### src/rtl/idu_pkg.sv
// Shared decode constants for the instruction decode/issue unit:
// opcodes, instruction field positions, immediate sizes and helpers.
package idu_pkg;

    localparam logic [6:0] OPC_OP     = 7'b0110011;
    localparam logic [6:0] OPC_OP_IMM = 7'b0010011;
    localparam logic [6:0] OPC_LOAD   = 7'b0000011;
    localparam logic [6:0] OPC_STORE  = 7'b0100011;
    localparam logic [6:0] OPC_BRANCH = 7'b1100011;
    localparam logic [6:0] OPC_JAL    = 7'b1101111;
    localparam logic [6:0] OPC_JALR   = 7'b1100111;
    localparam logic [6:0] OPC_LUI    = 7'b0110111;
    localparam logic [6:0] OPC_AUIPC  = 7'b0010111;
    localparam logic [6:0] OPC_SYSTEM = 7'b1110011;

    localparam logic [31:0] INS_WFI = 32'h1050_0073;

    localparam int OPC_LSB = 0;
    localparam int OPC_MSB = 6;
    localparam int RD_LSB  = 7;
    localparam int RD_MSB  = 11;
    localparam int RS1_LSB = 15;
    localparam int RS1_MSB = 19;
    localparam int RS2_LSB = 20;
    localparam int RS2_MSB = 24;

    localparam int IMM_I_W  = 12;
    localparam int IMM_S_W  = 12;
    localparam int IMM_B_W  = 13;
    localparam int IMM_J_W  = 21;
    localparam int IMM_U_SH = 12;

    typedef enum logic [2:0] {
        FMT_R, FMT_I, FMT_S, FMT_B, FMT_U, FMT_J
    } fmt_e;

    function automatic fmt_e fmt_of(input logic [6:0] opc);
        fmt_e f;
        unique case (opc)
            OPC_OP_IMM, OPC_LOAD,
            OPC_JALR, OPC_SYSTEM: f = FMT_I;
            OPC_STORE:            f = FMT_S;
            OPC_BRANCH:           f = FMT_B;
            OPC_LUI, OPC_AUIPC:   f = FMT_U;
            OPC_JAL:              f = FMT_J;
            default:              f = FMT_R;
        endcase
        return f;
    endfunction

    function automatic logic [31:0] imm_of(input logic [31:0] ins,
                                           input fmt_e f);
        logic [31:0] imm;
        unique case (f)
            FMT_I:   imm = {{(32-IMM_I_W){ins[31]}}, ins[31:20]};
            FMT_S:   imm = {{(32-IMM_S_W){ins[31]}}, ins[31:25],
                            ins[11:7]};
            FMT_B:   imm = {{(32-IMM_B_W){ins[31]}}, ins[31], ins[7],
                            ins[30:25], ins[11:8], 1'b0};
            FMT_U:   imm = {ins[31:12], {IMM_U_SH{1'b0}}};
            FMT_J:   imm = {{(32-IMM_J_W){ins[31]}}, ins[31],
                            ins[19:12], ins[20], ins[30:21], 1'b0};
            default: imm = '0;
        endcase
        return imm;
    endfunction

endpackage

### src/rtl/idu_ins_fifo.sv
// Instruction queue storage: DEPTH entries, extra-MSB wrap pointers.
// An empty queue presents an all-zero head word.
module idu_ins_fifo #(
    parameter int W     = 64,
    parameter int DEPTH = 4
) (
    input  logic         clk,
    input  logic         rst_n,
    input  logic         flush,
    input  logic         push,
    input  logic         pop,
    input  logic [W-1:0] din,
    output logic [W-1:0] dout,
    output logic         empty,
    output logic         full
);

    localparam int AW = $clog2(DEPTH);

    logic [AW:0]  wr_ptr;
    logic [AW:0]  rd_ptr;
    logic [W-1:0] mem [DEPTH];

    assign empty = (wr_ptr == rd_ptr);
    assign full  = (wr_ptr[AW] != rd_ptr[AW]) &&
                   (wr_ptr[AW-1:0] == rd_ptr[AW-1:0]);
    assign dout  = empty ? '0 : mem[rd_ptr[AW-1:0]];

    always_ff @(posedge clk or negedge rst_n) begin
        if (!rst_n) begin
            wr_ptr <= '0;
            rd_ptr <= '0;
        end else if (flush) begin
            wr_ptr <= '0;
            rd_ptr <= '0;
        end else begin
            if (push) wr_ptr <= wr_ptr + 1'b1;
            if (pop)  rd_ptr <= rd_ptr + 1'b1;
        end
    end

    always_ff @(posedge clk or negedge rst_n) begin
        if (!rst_n) begin
            for (int i = 0; i < DEPTH; i++) mem[i] <= '0;
        end else if (push) begin
            mem[wr_ptr[AW-1:0]] <= din;
        end
    end

endmodule

### src/rtl/idu_queue.sv
// Decode/issue unit: instruction queue, operand forwarding, load-use stall.
// Define IDU_STALL_CNT_EN to add the idu_stall_cnt stall-cycle counter.
module idu_queue
    import idu_pkg::*;
#(
    parameter int INS_W   = 64,
    parameter int DATA_W  = 32,
    parameter int DEPTH   = 4,
    parameter int NUM_FWD = 3
) (
    input  logic                    clk,
    input  logic                    rst_n,
    input  logic                    ifu_idu_vld,
    input  logic [INS_W-1:0]        ifu_idu_ins,
    output logic                    idu_ifu_rdy,
    input  logic                    alu_idu_flush_vld,
    input  logic                    alu_idu_rdy,
    input  logic [NUM_FWD-1:0]      fwd_vld,
    input  logic [NUM_FWD-1:0]      fwd_ld,
    input  logic [NUM_FWD*5-1:0]    fwd_addr,
    input  logic [NUM_FWD*DATA_W-1:0] fwd_data,
    output logic [4:0]              idu_rf_src1_addr,
    output logic [4:0]              idu_rf_src2_addr,
    input  logic [DATA_W-1:0]       rf_idu_src1_data,
    input  logic [DATA_W-1:0]       rf_idu_src2_data,
    output logic                    idu_alu_vld,
    output logic [INS_W-1:0]        idu_alu_ins,
    output logic [DATA_W-1:0]       idu_alu_src1,
    output logic [DATA_W-1:0]       idu_alu_src2,
    output logic [4:0]              idu_alu_wb_addr,
    output logic                    idu_ifu_wfi
`ifdef IDU_STALL_CNT_EN
    ,
    output logic [31:0]             idu_stall_cnt
`endif
);

    logic [INS_W-1:0]  head_ins;
    logic              fifo_empty;
    logic              fifo_full;
    logic              head_vld;
    logic              push;
    logic              pop;
    logic              stall;
    logic [4:0]        rs1;
    logic [4:0]        rs2;
    fmt_e              fmt;
    logic              use1;
    logic              use2;
    logic [DATA_W-1:0] op1;
    logic [DATA_W-1:0] op2;
    logic [DATA_W-1:0] imm;
    logic              st1;
    logic              st2;
    logic              hit1;
    logic              hit2;

    assign head_vld    = ~fifo_empty;
    assign idu_ifu_rdy = ~fifo_full;
    assign push = ifu_idu_vld & idu_ifu_rdy & ~alu_idu_flush_vld;
    assign pop  = head_vld & ~stall & ~alu_idu_flush_vld &
                  (~idu_alu_vld | alu_idu_rdy);

    idu_ins_fifo #(
        .W     (INS_W),
        .DEPTH (DEPTH)
    ) u_fifo (
        .clk   (clk),
        .rst_n (rst_n),
        .flush (alu_idu_flush_vld),
        .push  (push),
        .pop   (pop),
        .din   (ifu_idu_ins),
        .dout  (head_ins),
        .empty (fifo_empty),
        .full  (fifo_full)
    );

    assign fmt  = fmt_of(head_ins[OPC_MSB:OPC_LSB]);
    assign rs1  = head_ins[RS1_MSB:RS1_LSB];
    assign rs2  = head_ins[RS2_MSB:RS2_LSB];
    assign use1 = (fmt != FMT_U) && (fmt != FMT_J);
    assign use2 = (fmt == FMT_R) || (fmt == FMT_B);
    assign imm  = DATA_W'($signed(imm_of(head_ins[31:0], fmt)));

    assign idu_rf_src1_addr = rs1;
    assign idu_rf_src2_addr = rs2;

    // Youngest matching writer wins; a load ahead of any ready match stalls.
    always_comb begin
        op1  = rf_idu_src1_data;
        op2  = rf_idu_src2_data;
        st1  = 1'b0;
        st2  = 1'b0;
        hit1 = 1'b0;
        hit2 = 1'b0;
        for (int i = 0; i < NUM_FWD; i++) begin
            if (!hit1 && rs1 != 5'd0 && fwd_vld[i] &&
                fwd_addr[i*5 +: 5] == rs1) begin
                if (fwd_ld[i]) begin
                    st1 = 1'b1;
                end else begin
                    op1  = fwd_data[i*DATA_W +: DATA_W];
                    hit1 = 1'b1;
                end
            end
            if (!hit2 && rs2 != 5'd0 && fwd_vld[i] &&
                fwd_addr[i*5 +: 5] == rs2) begin
                if (fwd_ld[i]) begin
                    st2 = 1'b1;
                end else begin
                    op2  = fwd_data[i*DATA_W +: DATA_W];
                    hit2 = 1'b1;
                end
            end
        end
    end

    assign stall = head_vld & ((st1 & use1) | (st2 & use2));

    always_ff @(posedge clk or negedge rst_n) begin
        if (!rst_n) begin
            idu_alu_vld     <= 1'b0;
            idu_alu_ins     <= '0;
            idu_alu_src1    <= '0;
            idu_alu_src2    <= '0;
            idu_alu_wb_addr <= '0;
        end else if (alu_idu_flush_vld) begin
            idu_alu_vld <= 1'b0;
        end else if (pop) begin
            idu_alu_vld     <= 1'b1;
            idu_alu_ins     <= head_ins;
            idu_alu_src1    <= use1 ? op1 : '0;
            idu_alu_src2    <= use2 ? op2 : imm;
            idu_alu_wb_addr <= head_ins[RD_MSB:RD_LSB];
        end else if (alu_idu_rdy) begin
            idu_alu_vld <= 1'b0;
        end
    end

    assign idu_ifu_wfi = idu_alu_vld && (idu_alu_ins[31:0] == INS_WFI);

`ifdef IDU_STALL_CNT_EN
    always_ff @(posedge clk or negedge rst_n) begin
        if (!rst_n) begin
            idu_stall_cnt <= '0;
        end else if (alu_idu_flush_vld) begin
            idu_stall_cnt <= '0;
        end else if (stall && idu_stall_cnt != 32'hFFFF_FFFF) begin
            idu_stall_cnt <= idu_stall_cnt + 32'd1;
        end
    end
`endif

endmodule

### config.mk
export PLATFORM = sky130hd
export DESIGN_NAME = idu_queue
export DESIGN_NICKNAME = d
export VERILOG_FILES = /design/src/rtl/idu_pkg.sv /design/src/rtl/idu_ins_fifo.sv /design/src/rtl/idu_queue.sv
export SDC_FILE = /design/constraint.sdc
export NUM_CORES = 1
export LEC_CHECK = 0
export BUFFER_PORTS_ARGS = -buffer_cell sky130_fd_sc_hd__buf_2
export CAP_MARGIN = 20
export CORE_ASPECT_RATIO = 1.1
export CORE_UTILIZATION = 56
export DETAILED_ROUTE_END_ITERATION = 10
export GPL_TIMING_DRIVEN = 0
export PLACE_DENSITY = 0.81
export SETUP_SLACK_MARGIN = 0.2
export SLEW_MARGIN = 20
export SYNTH_ARGS = -nofsm -noshare
export SYNTH_HDL_FRONTEND = slang
export SYNTH_HIERARCHICAL = 1
export SYNTH_SLANG_ARGS = --single-unit
### constraint.sdc
create_clock -name clk -period 4.6 [get_ports clk]
set_clock_uncertainty 0.1 [all_clocks]
set_input_delay 0.69 -clock clk [delete_from_list [all_inputs] [get_ports clk]]
set_output_delay 0.69 -clock clk [all_outputs]
set_load 0.005 [all_outputs]
After elaboration in Yosys (flattened, before gate mapping)
Cells that the tools add are included.
{"block": "word_totals", "ff_bits": 396, "latchBits": 0, "ramBits": 0, "rom_bits": 0, "output_inout_bits": 146, "n_memories": 0}
{"block": "op_classes", "add_sub_neg": 2, "multipliers": 0, "n_div": 0, "magnitude_cmp": 3, "eq_ne": 26, "shift": 0, "muxes": 48, "bitwise_logic": 17, "reduce_logical": 34}
{"operator": "$mux W32", "count": 14}
{"operator": "$bwmux W256", "count": 1}
{"operator": "$mux W64", "count": 4}
{"operator": "$pmux W32 S5", "count": 1}
{"operator": "$bmux W64 S2", "count": 1}
{"operator": "$demux W64 S2", "count": 1}
{"operator": "$eq A32 B29 Y1 const B", "count": 1}
{"operator": "$eq A5 B5 Y1", "count": 6}
{"operator": "$eq A7 B7 Y1 const B", "count": 4}
{"operator": "$mux W1", "count": 21}
{"operator": "$logic_and A1 B1 Y1", "count": 20}
{"operator": "$pmux W3 S5", "count": 1}
{"operator": "$eq A7 B5 Y1 const B", "count": 2}
{"operator": "$eq A7 B6 Y1 const B", "count": 2}
{"operator": "$mux W3", "count": 4}
{"operator": "$reduce_bool A5 Y1", "count": 2}
{"operator": "$and A1 B1 Y1", "count": 8}
{"operator": "$eq A7 B2 Y1 const B", "count": 1}
{"operator": "$add A3 B1 Y3 const B", "count": 2}
{"operator": "$eq A3 B2 Y1 const B", "count": 2}
{"operator": "$eq A3 B3 Y1 const B", "count": 2}
{"operator": "$ge A3 B3 Y1 const B", "count": 2}
{"operator": "$ne A3 B3 Y1 const B", "count": 2}
{"operator": "$not A2 Y3", "count": 2}
{"operator": "other kinds (15)", "count": 24}

Longest topological paths before layout
{"block": "depth", "ltp_word": 28, "mapped_depth": 16, "mapped_depth_nobuf": 10}

Cells and area by module
Netlist, hierarchy kept.
{"mod": "idu_ins_fifo", "instances": 1, "cells_per_inst": 737, "area_per_inst_um2": 12011.5, "seq_area_each_um2": 6556.3}
{"mod": "idu_queue", "instances": 1, "cells_per_inst": 847, "area_per_inst_um2": 8260.4, "seq_area_each_um2": 3228.1}

Worst setup path after synthesis
Ideal clock, no wire load.
{"block": "synth_timing", "kind": "register -> register", "from": "register u_fifo.rd_ptr[0]", "to": "register u_fifo.rd_ptr[1]", "setup_ps": 118, "arrival_ps": 3687, "setup_slack_ps": 694, "stages_incl_launch_ff": 17, "n_path_buf": 6, "path_cell_list": "dfrtp_1 -> buf_6 -> buf_6 -> mux4_2 -> o31a_1 -> buf_2 -> or4_4 -> or2_0 -> or3b_1 -> o211ai_1 -> a31o_1 -> a211oi_2 -> buf_4 -> buf_6 -> buf_6 -> mux2i_1 -> nor2_1"}
{"block": "synth_between", "elab_chain_len": 27}
{"element": "start: declaration", "line_no": "idu_ins_fifo.sv:21", "source": "logic [AW:0] rd_ptr;"}
{"element": "start signal: assignment", "line_no": "idu_ins_fifo.sv:38", "source": "if (pop) rd_ptr <= rd_ptr + 1'b1;"}
{"element": "$not A2 Y3 (implied by the code)", "line_no": "idu_ins_fifo.sv:27", "source": "assign dout = empty ? '0 : mem[rd_ptr[AW-1:0]];"}
{"element": "$bmux W64 S2", "line_no": "idu_ins_fifo.sv:27"}
{"element": "$mux W64 (implied by the code) (2 in a row)", "line_no": "idu_ins_fifo.sv:27"}
{"element": "$mux W64 (*)", "line_no": "idu_ins_fifo.sv:27"}
{"element": "via idu_rf_src2_addr[0]", "line_no": "idu_queue.sv:23", "source": "output logic [4:0] idu_rf_src2_addr,"}
{"element": "$reduce_bool A5 Y1", "line_no": "idu_queue.sv:107", "source": "if (!hit2 && rs2 != 5'd0 && fwd_vld[i] &&"}
{"element": "$logic_and A1 B1 Y1 (2 in a row)", "line_no": "idu_queue.sv:107"}
{"element": "$mux W1", "line_no": "idu_queue.sv:107"}
{"element": "[9 not listed]"}
{"element": "$mux W1 (*)", "line_no": "idu_queue.sv:107"}
{"element": "$and A1 B1 Y1 (*)", "line_no": "idu_queue.sv:119", "source": "assign stall = head_vld & ((st1 & use1) | (st2 & use2));"}
{"element": "$or A1 B1 Y1 (*)", "line_no": "idu_queue.sv:119"}
{"element": "$and A1 B1 Y1 (*)", "line_no": "idu_queue.sv:119"}
{"element": "$not A1 Y1 (*)", "line_no": "idu_queue.sv:61", "source": "assign pop = head_vld & ~stall & ~alu_idu_flush_vld &"}
{"element": "$and A1 B1 Y1 (*) (3 in a row)", "line_no": "idu_queue.sv:61"}
{"element": "via pop", "line_no": "idu_queue.sv:43", "source": "logic pop;"}
{"element": "$reduce_bool A2 Y1 (no line) (*)"}
Mark *: on every way through the listed nets, which the timed path passes. The rest lies on a longest branch. The select of a mux whose other input is x is not followed.
A chain may end at the register's enable or synchronous reset.

Final worst setup path
{"block": "layout_timing", "from": "register u_fifo.wr_ptr[0]", "to": "register idu_alu_src2[27]"}
{"block": "layout_between", "elab_chain_len": 24}
{"element": "start: declaration", "line_no": "idu_ins_fifo.sv:20", "source": "logic [AW:0] wr_ptr;"}
{"element": "start signal: assignment", "line_no": "idu_ins_fifo.sv:37", "source": "if (push) wr_ptr <= wr_ptr + 1'b1;"}
{"element": "$eq A3 B3 Y1 (*)", "line_no": "idu_ins_fifo.sv:24", "source": "assign empty = (wr_ptr == rd_ptr);"}
{"element": "$mux W64", "line_no": "idu_ins_fifo.sv:27"}
{"element": "$reduce_bool A5 Y1 (on tied branches)", "line_no": "idu_queue.sv:98, idu_queue.sv:107"}
{"element": "$logic_and A1 B1 Y1 (on tied branches) (2 in a row)", "line_no": "idu_queue.sv:98, idu_queue.sv:107"}
{"element": "$mux W1 (on tied branches)", "line_no": "idu_queue.sv:98, idu_queue.sv:107"}
{"element": "$logic_not A1 Y1 (on tied branches)", "line_no": "idu_queue.sv:98, idu_queue.sv:107"}
{"element": "$logic_and A1 B1 Y1 (on tied branches) (3 in a row)", "line_no": "idu_queue.sv:98, idu_queue.sv:107"}
{"element": "$mux W1 (on tied branches)", "line_no": "idu_queue.sv:98, idu_queue.sv:107"}
{"element": "$logic_not A1 Y1 (on tied branches)", "line_no": "idu_queue.sv:98, idu_queue.sv:107"}
{"element": "$logic_and A1 B1 Y1 (on tied branches) (3 in a row)", "line_no": "idu_queue.sv:98, idu_queue.sv:107"}
{"element": "$mux W1 (on tied branches)", "line_no": "idu_queue.sv:98, idu_queue.sv:107"}
{"element": "$and A1 B1 Y1", "line_no": "idu_queue.sv:119"}
{"element": "$or A1 B1 Y1", "line_no": "idu_queue.sv:119"}
{"element": "$and A1 B1 Y1", "line_no": "idu_queue.sv:119"}
{"element": "$not A1 Y1", "line_no": "idu_queue.sv:61"}
{"element": "$and A1 B1 Y1 (3 in a row)", "line_no": "idu_queue.sv:61"}
{"element": "$reduce_and A2 Y1 (no line)"}
{"element": "end signal: assignment", "line_no": "idu_queue.sv:134", "source": "idu_alu_src2 <= use2 ? op2 : imm;"}
{"element": "end: declaration", "line_no": "idu_queue.sv:29", "source": "output logic [DATA_W-1:0] idu_alu_src2,"}
Every way passes the cells marked *; elsewhere a longest branch is shown, timed or not.

==> flow_summary.rst <==
.. list-table::
   :header-rows: 1

   * - Metric
     - Value
   * - Slew at the pin with the worst max-slew slack
     - 0.964 ns
   * - Placed Cells
     - about 2500
   * - Mapped Cells
     - 1584
   * - Post-layout net count
     - 2287
   * - DR vias/cell
     - 6.11
   * - Startpoint of the worst-slack reg-to-reg timing path
     - u_fifo/wr_ptr[0]
   * - Hold Path Stages
     - 2
   * - Leftover overflow at the end of global routing
     - 0
   * - Area of the die
     - 37000 µm²
   * - Leading post-synthesis cells by cell area
     - dfrtp_1 48%, mux2_2 16%, mux4_2 7.1%
   * - Final Non-Filler Cells
     - 2555
   * - Result of the run
     - finished, final reports clean
   * - Port bufs
     - 395
   * - Clock tree from TritonCTS
     - built
   * - Depth of the CTS H-tree
     - 2
   * - Via count of the first global-routing pass
     - 16279
   * - RSZ-0062 raised after global routing
     - yes
   * - Ports placed on the boundary
     - 396
   * - Post-synthesis cell type count
     - 63
   * - GRT Resource Usage Total
     - 35.4%
   * - Routed wire length
     - 65400 µm
   * - Maximum buffer depth of the clock tree
     - 3
   * - Crit Path Category
     - flop to flop
   * - Final hold viol count
     - 0
   * - Post-Syn Area
     - between 20000 and 25000 µm²
   * - Flop-to-flop setup slack
     - 0.23 ns
   * - Post-layout utilization of the core
     - 69.6%
   * - Antenna violations before repair
     - 15
   * - Min-delay worst type
     - input pin to flop
   * - Worst hold margin
     - a little over 0.3 ns
   * - Clock-pin transition on the worst setup and hold timing paths
     - 0.06 ns
   * - Worst slew slack as a fraction of its limit
     - between 30% and 40%
   * - Routability congestion estimate
     - roughly 1.0
   * - Initial DRC count
     - roughly 1200
   * - Top cells by instance count after synthesis
     - 391 x dfrtp_1, 280 x mux2_2, 96 x a21oi_1, 78 x mux2i_1, 70 x nor2_1
   * - Syn. warnings
     - 6
   * - Max Fclk
     - 0.229 GHz
   * - Later-pin clock latency in the skew report
     - 0.55 ns
   * - Number of nets with antenna violations after routing
     - 0
   * - Number of core rows
     - 72
   * - Final slew viol count
     - 0
   * - Placeable core area
     - 35400 µm²
   * - Drt drc
     - 0
   * - Area share of the largest cell type after synthesis
     - 48.3%
   * - Sum of net half-perimeters after detailed placement
     - 49400 µm
   * - Die height
     - 202 µm
   * - Largest area contributor in the netlist
     - dfrtp_1
   * - Mean instance size in the synthesized netlist
     - 12.8 µm²
   * - Critical path fanouts, max
     - 10
   * - Global-route wire length before repair
     - 97600 µm
   * - Worst path required time
     - 4.92 ns
   * - CP Data Arrival Time
     - 4.69 ns
   * - Share of the yosys chip area belonging to registers
     - about half
   * - Routed length per instance
     - 25.6 µm
   * - Number of cells on the worst reg-to-reg path
     - 14
   * - Cell at the root of the clock tree
     - clkbuf_16
   * - Startpoint kind of the worst setup timing path
     - flop
   * - Synthesized net count
     - 1839
   * - Top-count cell post-synth
     - dfrtp_1
   * - Number of register bits inferred by synthesis
     - 391
   * - Start point of the critical path
     - u_fifo/wr_ptr[0]
   * - Total power per unit cell area
     - 504 nW/µm²
   * - Total of max-cap violations
     - 0
   * - Post-synth EDFFs
     - 0
   * - Maximum number of pins on one net before global-route repair
     - 100
   * - DR pass1 iterations
     - 6
   * - Die width
     - 183 µm
   * - Capturing element type of the critical path
     - flop
   * - Fraction of layout cells with a size suffix above 1
     - 47.3%
   * - Dominant synthesized flop cell
     - dfrtp_1
   * - Maximum resistive drop on vdd
     - 0.389 mV
   * - Fraction of the cycle the final worst path needs
     - 94.9%
   * - Reg-to-reg critical path endpoint
     - idu_alu_src2[27]
   * - Effective utilization at floorplan
     - 57.3%
   * - Area growth syn-to-layout
     - 21.5%
   * - Last element of the critical path
     - idu_alu_src2[27]
   * - Clock period minus final worst setup slack
     - 4.37 ns
   * - Via count
     - 15613
   * - Static Leak
     - 11.8 nW
   * - Number of clock buffers inserted by TritonCTS
     - 41
   * - Async set-or-reset flop fraction in the synthesized netlist
     - 100%
   * - TritonCTS sink count
     - 391
   * - Setup violation total in the final timing report
     - 0
[final cells by class]
class	count	area, µm²
fill	2572	10800
sequential	391	9790
multi-input combinational	998	9580
timing repair buffer	406	2180
clock buffer	60	1230
buffer	133	818
tap	481	602
inverter	61	229
clock inverter	16	175
antenna	9	22.5
[sequential cells by signal (all words and copies together), names as in the netlist]
| register | count |
|---|---|
| idu_alu_ins | 64 |
| idu_alu_src1 | 32 |
| idu_alu_src2 | 32 |
| idu_alu_vld | 1 |
| u_fifo/mem | 256 |
| u_fifo/rd_ptr | 3 |
| u_fifo/wr_ptr | 3 |
[where the power goes]
part / leakage (nW) / internal (mW) / switching, mW / total (mW)
logic: 6.14 / 2.06 / 1.89 / 3.95
registers: 4.99 / 4.43 / 0.601 / 5.03
clock network: 0.691 / 2.03 / 1.40 / 3.44
[worst min path at each step]
stage	slack [ns]	startpoint	to
2_1_floorplan	0.29	rst_n	idu_alu_ins[0]
3_3_place_gp	0.37	idu_alu_ins[33]	idu_alu_ins[33]
3_5_place_dp	0.37	idu_alu_ins[62]	idu_alu_ins[62]
4_1_cts	0.30	ifu_idu_ins[2]	u_fifo/mem[66]
5_1_grt	0.32	ifu_idu_ins[0]	u_fifo/mem[0]
6_report	0.31	ifu_idu_ins[0]	u_fifo/mem[0]
[through the flow]
stage | instance area (µm²) | total power, mW | setup TNS [ns] | setup WS [ns]
after CTS | 24500 | 12.4 | 0 | 0.186
after detailed placement | 23000 | 8.90 | -6.95 | -0.239
after global placement | 22900 | 8.73 | -1798.86 | -4.65
final | 24600 | 12.4 | 0 | 0.233
after global routing | 24600 | 13.0 | 0 | 0.133
after floorplan | 20300 | 7.24 | 0 | 0.694
[logic make-up (layout without fill, tap and decap cells)]
kind of cell | after synthesis | after routing | synth area share [%]
compound gates | 273 | 273 | 10.5
xor+xnor | 38 | 38 | 1.64
fa+ha+maj | 5 | 5 | 0.309
buf+inv | 195 | 676 | 4.80
flops | 391 | 391 | 48.3
mux | 482 | 482 | 29.8
other cells | 0 | 9 | 0
simple gates | 200 | 200 | 4.67
[cell usage in the layout, fill, tap and decap left out, drive strengths merged, types with 3 or more instances in the layout]
cell type / count
clkinv: 9
and3: 3
dfrtp: 391
diode: 9
or4: 5
buf: 502
bufinv: 3
xor2: 11
a221o: 7
nor2: 70
a221oi: 6
nor3: 9
a222oi: 11
a22oi: 4
o2bb2ai: 13
a21oi: 97
ha: 5
xnor2: 27
o221ai: 8
nand4: 9
inv: 63
mux2: 340
or2: 4
o21ai: 3
clkbuf: 96
o31a: 64
mux2i: 78
nand3: 7
a21o: 6
o211ai: 5
nand2b: 5
o22ai: 35
mux4: 64
nor2b: 6
nor4: 6
nand2: 63
[metal layers]
metal / up-vias / routed length, µm / track usage [%]
met5: - / 98 / 0
met1: 7916 / 24000 / 41.7
li1: 6744 / - / -
met4: 14 / 4080 / 20.9
met3: 193 / 5170 / 8.14
met2: 746 / 32100 / 59.0
[what timing repair did]
item / in CTS / in global routing
setup endpoints to repair: 131 / 130
pin swaps: 1 / 1
gates resized for setup: 16 / 34
hold buffers: 1 / 0
endpoints found under the hold margin: 5 / 0
buffers inserted: 4 / 2
[critical path, cell delays in order, from the launching register on]
cell,delay (ns)
dfrtp_1,0.48
xor2_2,0.28
buf_4,0.28
buf_2,0.25
o31a_1,0.20
buf_2,0.29
xnor2_1,0.16
nand4_1,0.18
or2_2,0.33
clkbuf_1,0.24
a31o_1,0.32
a211oi_2,0.25
buf_4,0.16
buf_2,0.30
mux2_2,0.39
(Power assumes the default switching activity.)
